==> config.mk <==
export PLATFORM = sky130hd
export DESIGN_NAME = rc4_ksa_ctrl
export DESIGN_NICKNAME = d
export VERILOG_FILES = /design/src/rtl/rc4_pkg.sv /design/src/rtl/rc4_ksa_ctrl.sv
export SDC_FILE = /design/constraint.sdc
export NUM_CORES = 1
export LEC_CHECK = 0
export ABC_CLOCK_PERIOD_IN_PS = 3300
export BUFFER_PORTS_ARGS = -buffer_cell sky130_fd_sc_hd__buf_2
export CORE_ASPECT_RATIO = 1.1
export CORE_MARGIN = 2
export CORE_UTILIZATION = 51
export CTS_BUF_LIST = sky130_fd_sc_hd__clkbuf_4 sky130_fd_sc_hd__clkbuf_8 sky130_fd_sc_hd__clkbuf_16
export DETAILED_ROUTE_END_ITERATION = 10
export PLACE_DENSITY = 0.89
export SLEW_MARGIN = 20
export SYNTH_ARGS = -nofsm -noshare
export SYNTH_HDL_FRONTEND = slang
export SYNTH_SLANG_ARGS = --single-unit
==> constraint.sdc <==
create_clock -name clk -period 3.3 [get_ports clk]
set_input_delay 0.66 -clock clk [delete_from_list [all_inputs] [get_ports clk]]
set_output_delay 0.66 -clock clk [all_outputs]
set_load 0.05 [all_outputs]
==> src/rtl/rc4_pkg.sv <==
// Shared definitions for the RC4 key-scheduling sequencer: sizes and the KSA state encoding.
package rc4_pkg;

    localparam int S_SIZE    = 256;
    localparam int KEY_IDX_W = 4;
    localparam int DATA_W    = 8;

    typedef enum logic [2:0] {
        IDLE,
        INIT,
        RD_I,
        CAP_I,
        RD_J,
        WR_I,
        WR_J,
        DONE
    } ksa_state_t;

endpackage

==> src/rtl/rc4_ksa_ctrl.sv <==
// RC4 KSA sequencer: fills the S-box with the identity permutation, then runs the 256
// key-driven swaps, parking S[i] in the external location register across each swap.
module rc4_ksa_ctrl
    import rc4_pkg::*;
#(
    parameter int KEY_BYTES = 8
) (
    input  logic                 clk,
    input  logic                 n_rst,
    input  logic                 start_i,
    output logic [KEY_IDX_W-1:0] key_idx_o,
    input  logic [DATA_W-1:0]    key_byte_i,
    output logic [DATA_W-1:0]    mem_addr_o,
    output logic                 mem_re_o,
    input  logic [DATA_W-1:0]    mem_rdata_i,
    output logic                 mem_we_o,
    output logic [DATA_W-1:0]    mem_wdata_o,
    output logic                 store_loc_o,
    output logic [DATA_W-1:0]    loc_end_o,
    input  logic [DATA_W-1:0]    loc_safe_i,
    output logic                 busy_o,
    output logic                 done_o
);

    localparam logic [DATA_W-1:0]    I_LAST   = DATA_W'(S_SIZE - 1);
    localparam logic [KEY_IDX_W-1:0] KEY_LAST = KEY_IDX_W'(KEY_BYTES - 1);

    ksa_state_t           state_q, state_d;
    logic [DATA_W-1:0]    i_q, i_d;
    logic [DATA_W-1:0]    j_q, j_d;
    logic [KEY_IDX_W-1:0] kidx_q, kidx_d;

    always_ff @(posedge clk) begin
        if (!n_rst) begin
            state_q <= IDLE;
            i_q     <= '0;
            j_q     <= '0;
            kidx_q  <= '0;
        end else begin
            state_q <= state_d;
            i_q     <= i_d;
            j_q     <= j_d;
            kidx_q  <= kidx_d;
        end
    end

    always_comb begin
        state_d     = state_q;
        i_d         = i_q;
        j_d         = j_q;
        kidx_d      = kidx_q;
        mem_addr_o  = '0;
        mem_re_o    = 1'b0;
        mem_we_o    = 1'b0;
        mem_wdata_o = '0;
        store_loc_o = 1'b0;
        loc_end_o   = '0;
        done_o      = 1'b0;

        case (state_q)
            IDLE: begin
                if (start_i) begin
                    state_d = INIT;
                    i_d     = '0;
                    j_d     = '0;
                    kidx_d  = '0;
                end
            end
            INIT: begin
                mem_we_o    = 1'b1;
                mem_addr_o  = i_q;
                mem_wdata_o = i_q;
                // i rolls over to 0 naturally, ready for the first swap iteration
                i_d         = i_q + 8'd1;
                if (i_q == I_LAST) begin
                    state_d = RD_I;
                end
            end
            RD_I: begin
                mem_re_o   = 1'b1;
                mem_addr_o = i_q;
                state_d    = CAP_I;
            end
            CAP_I: begin
                store_loc_o = 1'b1;
                loc_end_o   = mem_rdata_i;
                j_d         = j_q + mem_rdata_i + key_byte_i;
                state_d     = RD_J;
            end
            RD_J: begin
                mem_re_o   = 1'b1;
                mem_addr_o = j_q;
                state_d    = WR_I;
            end
            WR_I: begin
                mem_we_o    = 1'b1;
                mem_addr_o  = i_q;
                mem_wdata_o = mem_rdata_i;
                state_d     = WR_J;
            end
            WR_J: begin
                // When i == j both writes carry the same byte, so no special case is needed
                mem_we_o    = 1'b1;
                mem_addr_o  = j_q;
                mem_wdata_o = loc_safe_i;
                if (i_q == I_LAST) begin
                    i_d     = '0;
                    state_d = DONE;
                end else begin
                    i_d     = i_q + 8'd1;
                    kidx_d  = (kidx_q == KEY_LAST) ? '0 : kidx_q + 4'd1;
                    state_d = RD_I;
                end
            end
            DONE: begin
                done_o  = 1'b1;
                state_d = IDLE;
            end
            default: begin
                state_d = IDLE;
            end
        endcase
    end

    assign key_idx_o = kidx_q;
    assign busy_o    = (state_q != IDLE);

endmodule

==> impl_results.md, run 1 <==
* Status: completed
* Layout area overhead at 20.0%
* Post-CTS setup buffers at 0
* Post-synthesis mux area share at 0.0109
* Top FF cell, synth: dfxtp_1
* Initial Util at 0.544
* All-Layer GR Usage at 0.249
* Synth cell types at 50
* Global-route wire length before repair at between 7000 and 8000 um
* Pleak at slightly above 1 nW
* Row Count at 22
* Placed cell areas at about 2200 sq um
* Synthesized area per cell at roughly 8.5 sq um
* Final Cycle Share at 0.903
* Congestion Overflow GR at 0
* TritonCTS Buffers at 3
* Crit. End Element: output pin
* Worst Setup Start Kind: register
* Post-route DRC at 0
* Fin worst setup slack at 0.321 ns
* Worst IR drop on VDD at ~210 uV
* Gpl congestion at between 0.8 and 0.9
* Ports at 60
* Worst Path Buf+Inv at 1
* Critical path depth at 3
* Detailed Routing Iterations Pass 1 at 4
* Ys async rst share at 0
* Remaining antenna violation count at 0
* Max_slew headroom at 0.505
* # hold bufs at CTS at 0
* Register-to-Register Path Depth at 8
* Fin. max-slew vios at 0
* Final-report hold violation count at 0
* Worst-skew pair later-pin latency at roughly 0.32 ns
* Routed len/inst at between 15 and 20 um
* Worst reg2reg setup slack at approximately 1.0 ns
* Via count at 1,897
* Clk slew on worst S/H paths at around 0.13 ns
* Synthesized flop and latch total at 23
* Core Region at between 3000 and 4000 sq um
* Chip width at approximately 61 um
* Crit. Startpoint: state_q[2]
* Crit path to: mem_addr_o[7]
* Largest family of logic cells by synthesized area: compound AO/OA/AOI/OAI gates
* Post-synthesis compound-gate area fraction at 0.307
* Initial antenna violation count at 0
* Post-synth EDFFs at 0
* Post-Route WL at between 4000 and 5000 um
* Clock Path Buffers at 2
* Clock Sinks at 23
* Mapped Nets at 260
* Nets at ~320
* Number of H-tree levels at 1
* Final setup fails at 0
* Layout cells sized above 1 at 0.263
* PostCTS Resize Cnt at 0
* CP Max Fanout at 23
* Critical Path, Cell by Cell: nor2b_1 -> a22o_1 -> buf_2
* FMAX at roughly 340 MHz
* Overall die area at just over 4000 sq um
* Via density per instance at slightly below 6
* Skew final at just over 0.006 ns
* Pre-CTS setup slack at 0.546 ns
* Reg2reg end: j_q[7]
* Hold WC Path Type: register to register
* Final Cell Area at ~2200 sq um
* HPWL after DPL at 3670 um
* Cell area after synthesis at about 1800 sq um
* Post-route setup TNS at 0 ns
* WP data required at 2.64 ns
* WP data arrival at 2.32 ns
* RSZ-0062 raised after global routing: false
* Yosys Warn Count at 0
* Fraction of the mapped netlist area in adder cells at 0.141
* Final worst path period need at 2.98 ns
* Largest net degree at the start of global routing at 24
* Seq/Total Area, Yosys at 0.250
* P per Cell Area at between 300 and 400 nW/um^2
* First DRT Iteration DRCs at around 110
* CTS root buffer: clkbuf_4
* Slowest cell on crit path: dfxtp_1
* ANT cells at 0
* # port buffers at 59
* Die Y at roughly 67 um
* Vias in the first global route at 1,698
* Maxcap violations at 0
* Cells after Synth at ~220
* Max incr delay on CP at slightly above 0.8 ns
* Crit-path leading delay family: flip-flops
* Post-Synth Simple-Gate Area at 0.213
* Xor-xnor portion of the synthesized cell area at 0.0285
* Crit path kind: register to output pin
* CTS tree: built
* Worst r2r src: j_q[1]
* Worst-margin pin slew at between 0.7 and 0.8 ns
cell usage in the layout, fill, tap and decap left out, types with 3 or more instances in the layout:
master and instances:
nand2_1 17, buf_2 59, or2_2 3, or4_1 4, nor3_1 3, clkbuf_4 3, nor2_1 12, fa_1 8
a211oi_1 3, o31a_1 4, a21oi_1 9, and2_1 9, nor2b_1 4, xnor2_1 6, o21a_1 4, o21ai_0 10
buf_4 5, nand3b_1 3, nand3_1 7, a22o_1 23, a22oi_1 3, o31ai_1 6, ha_1 8, inv_1 9
dfxtp_1 23
synthesized netlist by cell type, drive strengths merged (3+ instances only):
library cell   n  area share
a21oi          9       0.024
or2            3       0.010
fa             8       0.087
xnor2          6       0.029
nand2         17       0.035
nor3           3      0.0081
or4            4       0.016
nand3b         3       0.012
a22o          23        0.11
a211oi         3       0.012
dfxtp         23        0.25
buf            5       0.016
inv            9       0.018
o31ai          6       0.024
o31a           4       0.019
ha             8       0.054
o21a           4       0.016
o21ai         11       0.030
a22oi          3       0.012
and2           9       0.031
nor2b          4       0.014
nand3          8       0.024
clkbuf         6       0.012
nor2          12       0.024
worst min-delay path by stage:
stage | from | depth (start not counted) | slack, ns | to
final | key_idx_o[1] | 2 | 0.50 | key_idx_o[1]
after CTS | key_idx_o[1] | 2 | 0.50 | key_idx_o[1]
after global routing | key_idx_o[3] | 1 | 0.55 | key_idx_o[3]
after global placement | key_idx_o[1] | 2 | 0.48 | key_idx_o[1]
after detailed placement | key_idx_o[1] | 2 | 0.48 | key_idx_o[1]
after floorplan | i_q[1] | 2 | 0.47 | i_q[1]
metal layers:
layer / vias to the layer above / GRT usage / wire length, um
li1: 921 / - / -
met1: 886 / 0.338 / 2200
met2: 80 / 0.407 / 2260
met3: 10 / 0.0233 / 352
met4: 0 / 0.0815 / 84
met5: - / 0 / 0
stage by stage:
| stage | instances | total power [mW] | hold slack (ns) | util |
|---|---|---|---|---|
| final | 322 | 0.744 | 0.498 | 0.653 |
| after global routing | 322 | 0.790 | 0.550 | 0.653 |
| after CTS | 322 | 0.744 | 0.500 | 0.653 |
| after detailed placement | 318 | 0.610 | 0.480 | 0.644 |
| after global placement | 318 | 0.603 | 0.482 | 0.644 |
| after floorplan | 217 | 0.526 | 0.473 | - |
cell type report:
cell class	instances	area (sq um)
Clock buffer	3	22.5
Fill cell	299	1180
Timing Repair Buffer	64	333
Multi-Input combinational cell	173	1290
Inverter	10	37.5
Clock inverter	1	5.00
Tap cell	48	60.1
Sequential cell	23	460
kinds of logic after synthesis:
group | after synthesis
buffers and inverters | 21
adder cells (fa/ha/maj) | 16
AND/OR/NAND/NOR | 73
XOR/XNOR | 6
AO/OA/AOI/OAI | 76
multiplexers | 2
flip-flops | 23
tightest hold or removal path, cell delays in order (launching register included):
cell and delay, ns:
dfxtp_1 0.36, nand2_1 0.06, mux2i_1 0.05
registers in the layout (all words and copies together), names as in the netlist:
register,flops
i_q,8
j_q,8
key_idx_o,4
state_q,3
power by group:
group	internal [mW]	switching (mW)	total, mW	leakage (nW)
clock network	0.0454	0.0924	0.138	0.0177
registers	0.288	0.0188	0.306	0.186
logic	0.112	0.188	0.300	0.807
Power figures use the tool's default switching activity.
==> run 2: changes to the inputs <==
==> constraint.sdc (replaced) <==
create_clock -name clk -period 3.3 [get_ports clk]
set_input_delay 0.495 -clock clk [delete_from_list [all_inputs] [get_ports clk]]
set_output_delay 0.495 -clock clk [all_outputs]
set_load 0.05 [all_outputs]
==> impl_results.md, run 2 (synthesis gave the netlist of run 1 again) <==
* Final worst path period need at 2.82 ns (-0.162 ns)
* Post-route setup TNS at 0 ns (unchanged)
* Via count at 1,915 (+0.95%)
* Post-CTS setup buffers at 0 (unchanged)
* Post-route DRC at 0 (unchanged)
* Clock Path Buffers at 2 (unchanged)
* Skew final at 0.00830 ns (+0.00226 ns)
* P per Cell Area at 337 nW/um^2 (+0.14%)
* Pleak at 1.01 nW (-0.50%)
* Routed len/inst at 15.8 um (+4.1%)
* Nets at 317 (-0.31%)
* Congestion Overflow GR at 0 (unchanged)
* Clock power frac at 0.185 (about the same)
* Worst-margin pin slew at 0.797 ns (+0.0563 ns)
* Final Cell Area at 2200 sq um (-0.34%)
* # port buffers at 59 (unchanged)
* Row Count at 22 (unchanged)
* Worst reg2reg setup slack at 0.98 ns (-0.04 ns)
* Detailed Routing Iterations Pass 1 at 4 (unchanged)
* Number of H-tree levels at 1 (unchanged)
* Share of total power in combinational logic at 0.401 (-0.002)
* Largest net degree at the start of global routing at 24 (unchanged)
* Gpl congestion at 0.830 (+0.92%)
* Die Y at 67.0 um (unchanged)
* Flop pwr share at 0.414 (+0.002)
* Vias in the first global route at 1,774 (+4.5%)
* WP data required at 2.80 ns (+0.16 ns)
* Hold WC Path Type: register to register
* Switch share at 0.403 (+0.00143)
* Layout area overhead at 19.6%
* Crit-path leading delay family: flip-flops
* Internal power at 0.443 mW (-0.44%)
* Fin util at 0.650 (-0.00222)
* Max incr delay on CP at 0.86 ns (+0.03 ns)
* Via density per instance at 5.97 (+1.3%)
* HPWL after DPL at 3790 um (+3.2%)
* Clock Sinks at 23 (unchanged)
* # hold bufs at CTS at 0 (unchanged)
* CTS root buffer: clkbuf_4
* Layout fillers at 332 (+11%)
* FMAX at 355 MHz (+5.7%)
* Critical Path, Cell by Cell: nor2b_1 -> a22o_1 -> buf_2
* WP data arrival at 2.32 ns (about the same)
* RSZ-0062 raised after global routing: false
* Crit path kind: register to output pin
* Most frequent cells in the layout: 59 x buf_2, 23 x a22o_1, 23 x dfxtp_1
* Final-report hold violation count at 0 (unchanged)
* CP Max Fanout at 23 (unchanged)
* Initial Util at 0.544 (unchanged)
* Worst IR drop on VDD at 250 uV (+18%)
* Net Sw Power at 0.300 mW (+0.15%)
* Total power at 0.743 mW (-0.20%)
* Worst Path Buf+Inv at 1 (unchanged)
* TritonCTS Buffers at 3 (unchanged)
* Fin. max-slew vios at 0 (unchanged)
* Final Cycle Share at 0.854 (-0.0491)
* Ports at 60 (unchanged)
* Slowest cell on crit path: dfxtp_1
* Clk slew on worst S/H paths at 0.13 ns (about the same)
* First DRT Iteration DRCs at 97 (-13%)
* Final setup fails at 0 (unchanged)
* Overall die area at 4110 sq um (unchanged)
* PostCTS Resize Cnt at 0 (unchanged)
* Most common cell after layout, fill and taps aside: buf_2
* Max_slew headroom at 0.468 (-0.0376)
* ANT cells at 0 (unchanged)
* Post-Route WL at 5090 um (+3.8%)
* All-Layer GR Usage at 0.263 (+0.0138)
* Worst Setup Start Kind: register
* Status: completed
* Initial antenna violation count at 0 (unchanged)
* CTS tree: built
* Remaining antenna violation count at 0 (unchanged)
* Crit. End Element: output pin
* Core Region at 3390 sq um (unchanged)
* Pre-CTS setup slack at 0.694 ns (+0.148 ns)
* Fin worst setup slack at 0.483 ns (+0.162 ns)
* Layout cells sized above 1 at 0.260 (-0.00270)
* Maxcap violations at 0 (unchanged)
* Worst-skew pair later-pin latency at 0.32 ns (about the same)
* Chip width at 61.3 um (unchanged)
* Global-route wire length before repair at 8020 um (+4.5%)
* Placed cell areas at 2170 sq um (-0.34%)
==> run 2: cell type report <==
type	count	area, sq um	area share
Timing Repair Buffer	63	325	0.148
Multi-Input combinational cell	173	1290	0.586
Inverter	10	37.5	0.0170
Clock inverter	1	5.00	0.00227
Tap cell	48	60.1	0.0273
Clock buffer	3	22.5	0.0102
Sequential cell	23	460	0.209
==> run 2: per-stage QoR <==
step | hold WS [ns] | std cells
after detailed placement | 0.483 | 317
after floorplan | 0.473 | 217
after CTS | 0.503 | 321
after global routing | 0.526 | 321
after global placement | 0.482 | 317
final | 0.499 | 321
==> run 2: power by group through the flow <==
| stage | sequential, mW | combinational [mW] | clock (mW) |
|---|---|---|---|
| after global routing | 0.310 | 0.324 | 0.154 |
| after CTS | 0.307 | 0.297 | 0.142 |
| after detailed placement | 0.313 | 0.295 | 0 |
| final | 0.308 | 0.298 | 0.138 |
| after floorplan | 0.304 | 0.222 | 0 |
| after global placement | 0.313 | 0.289 | 0 |
==> run 2: worst reg2reg max path: cells and delay by family (launching register included) <==
family | cells | cell delay [ns]
adder cells (fa/ha/maj) | 3 | 1.08
AO/OA/AOI/OAI | 3 | 0.56
flip-flops | 1 | 0.36
AND/OR/NAND/NOR | 1 | 0.18
buffers and inverters | 1 | 0.06
==> run 2: worst paths after layout <==
kind,from,endpoint,depth (start not counted)
worst max-delay path,state_q[2],mem_addr_o[4],3
worst min-delay path,key_idx_o[1],key_idx_o[1],2
worst max register to register,j_q[1],j_q[7],8
worst min register to register,key_idx_o[1],key_idx_o[1],2
==> run 2: per-layer routing <==
layer,wire [um],track usage,up-vias
met5,0,0,-
met3,346,0.0272,7
met1,2240,0.342,908
met4,66,0.0897,0
met2,2430,0.441,82
li1,-,-,918
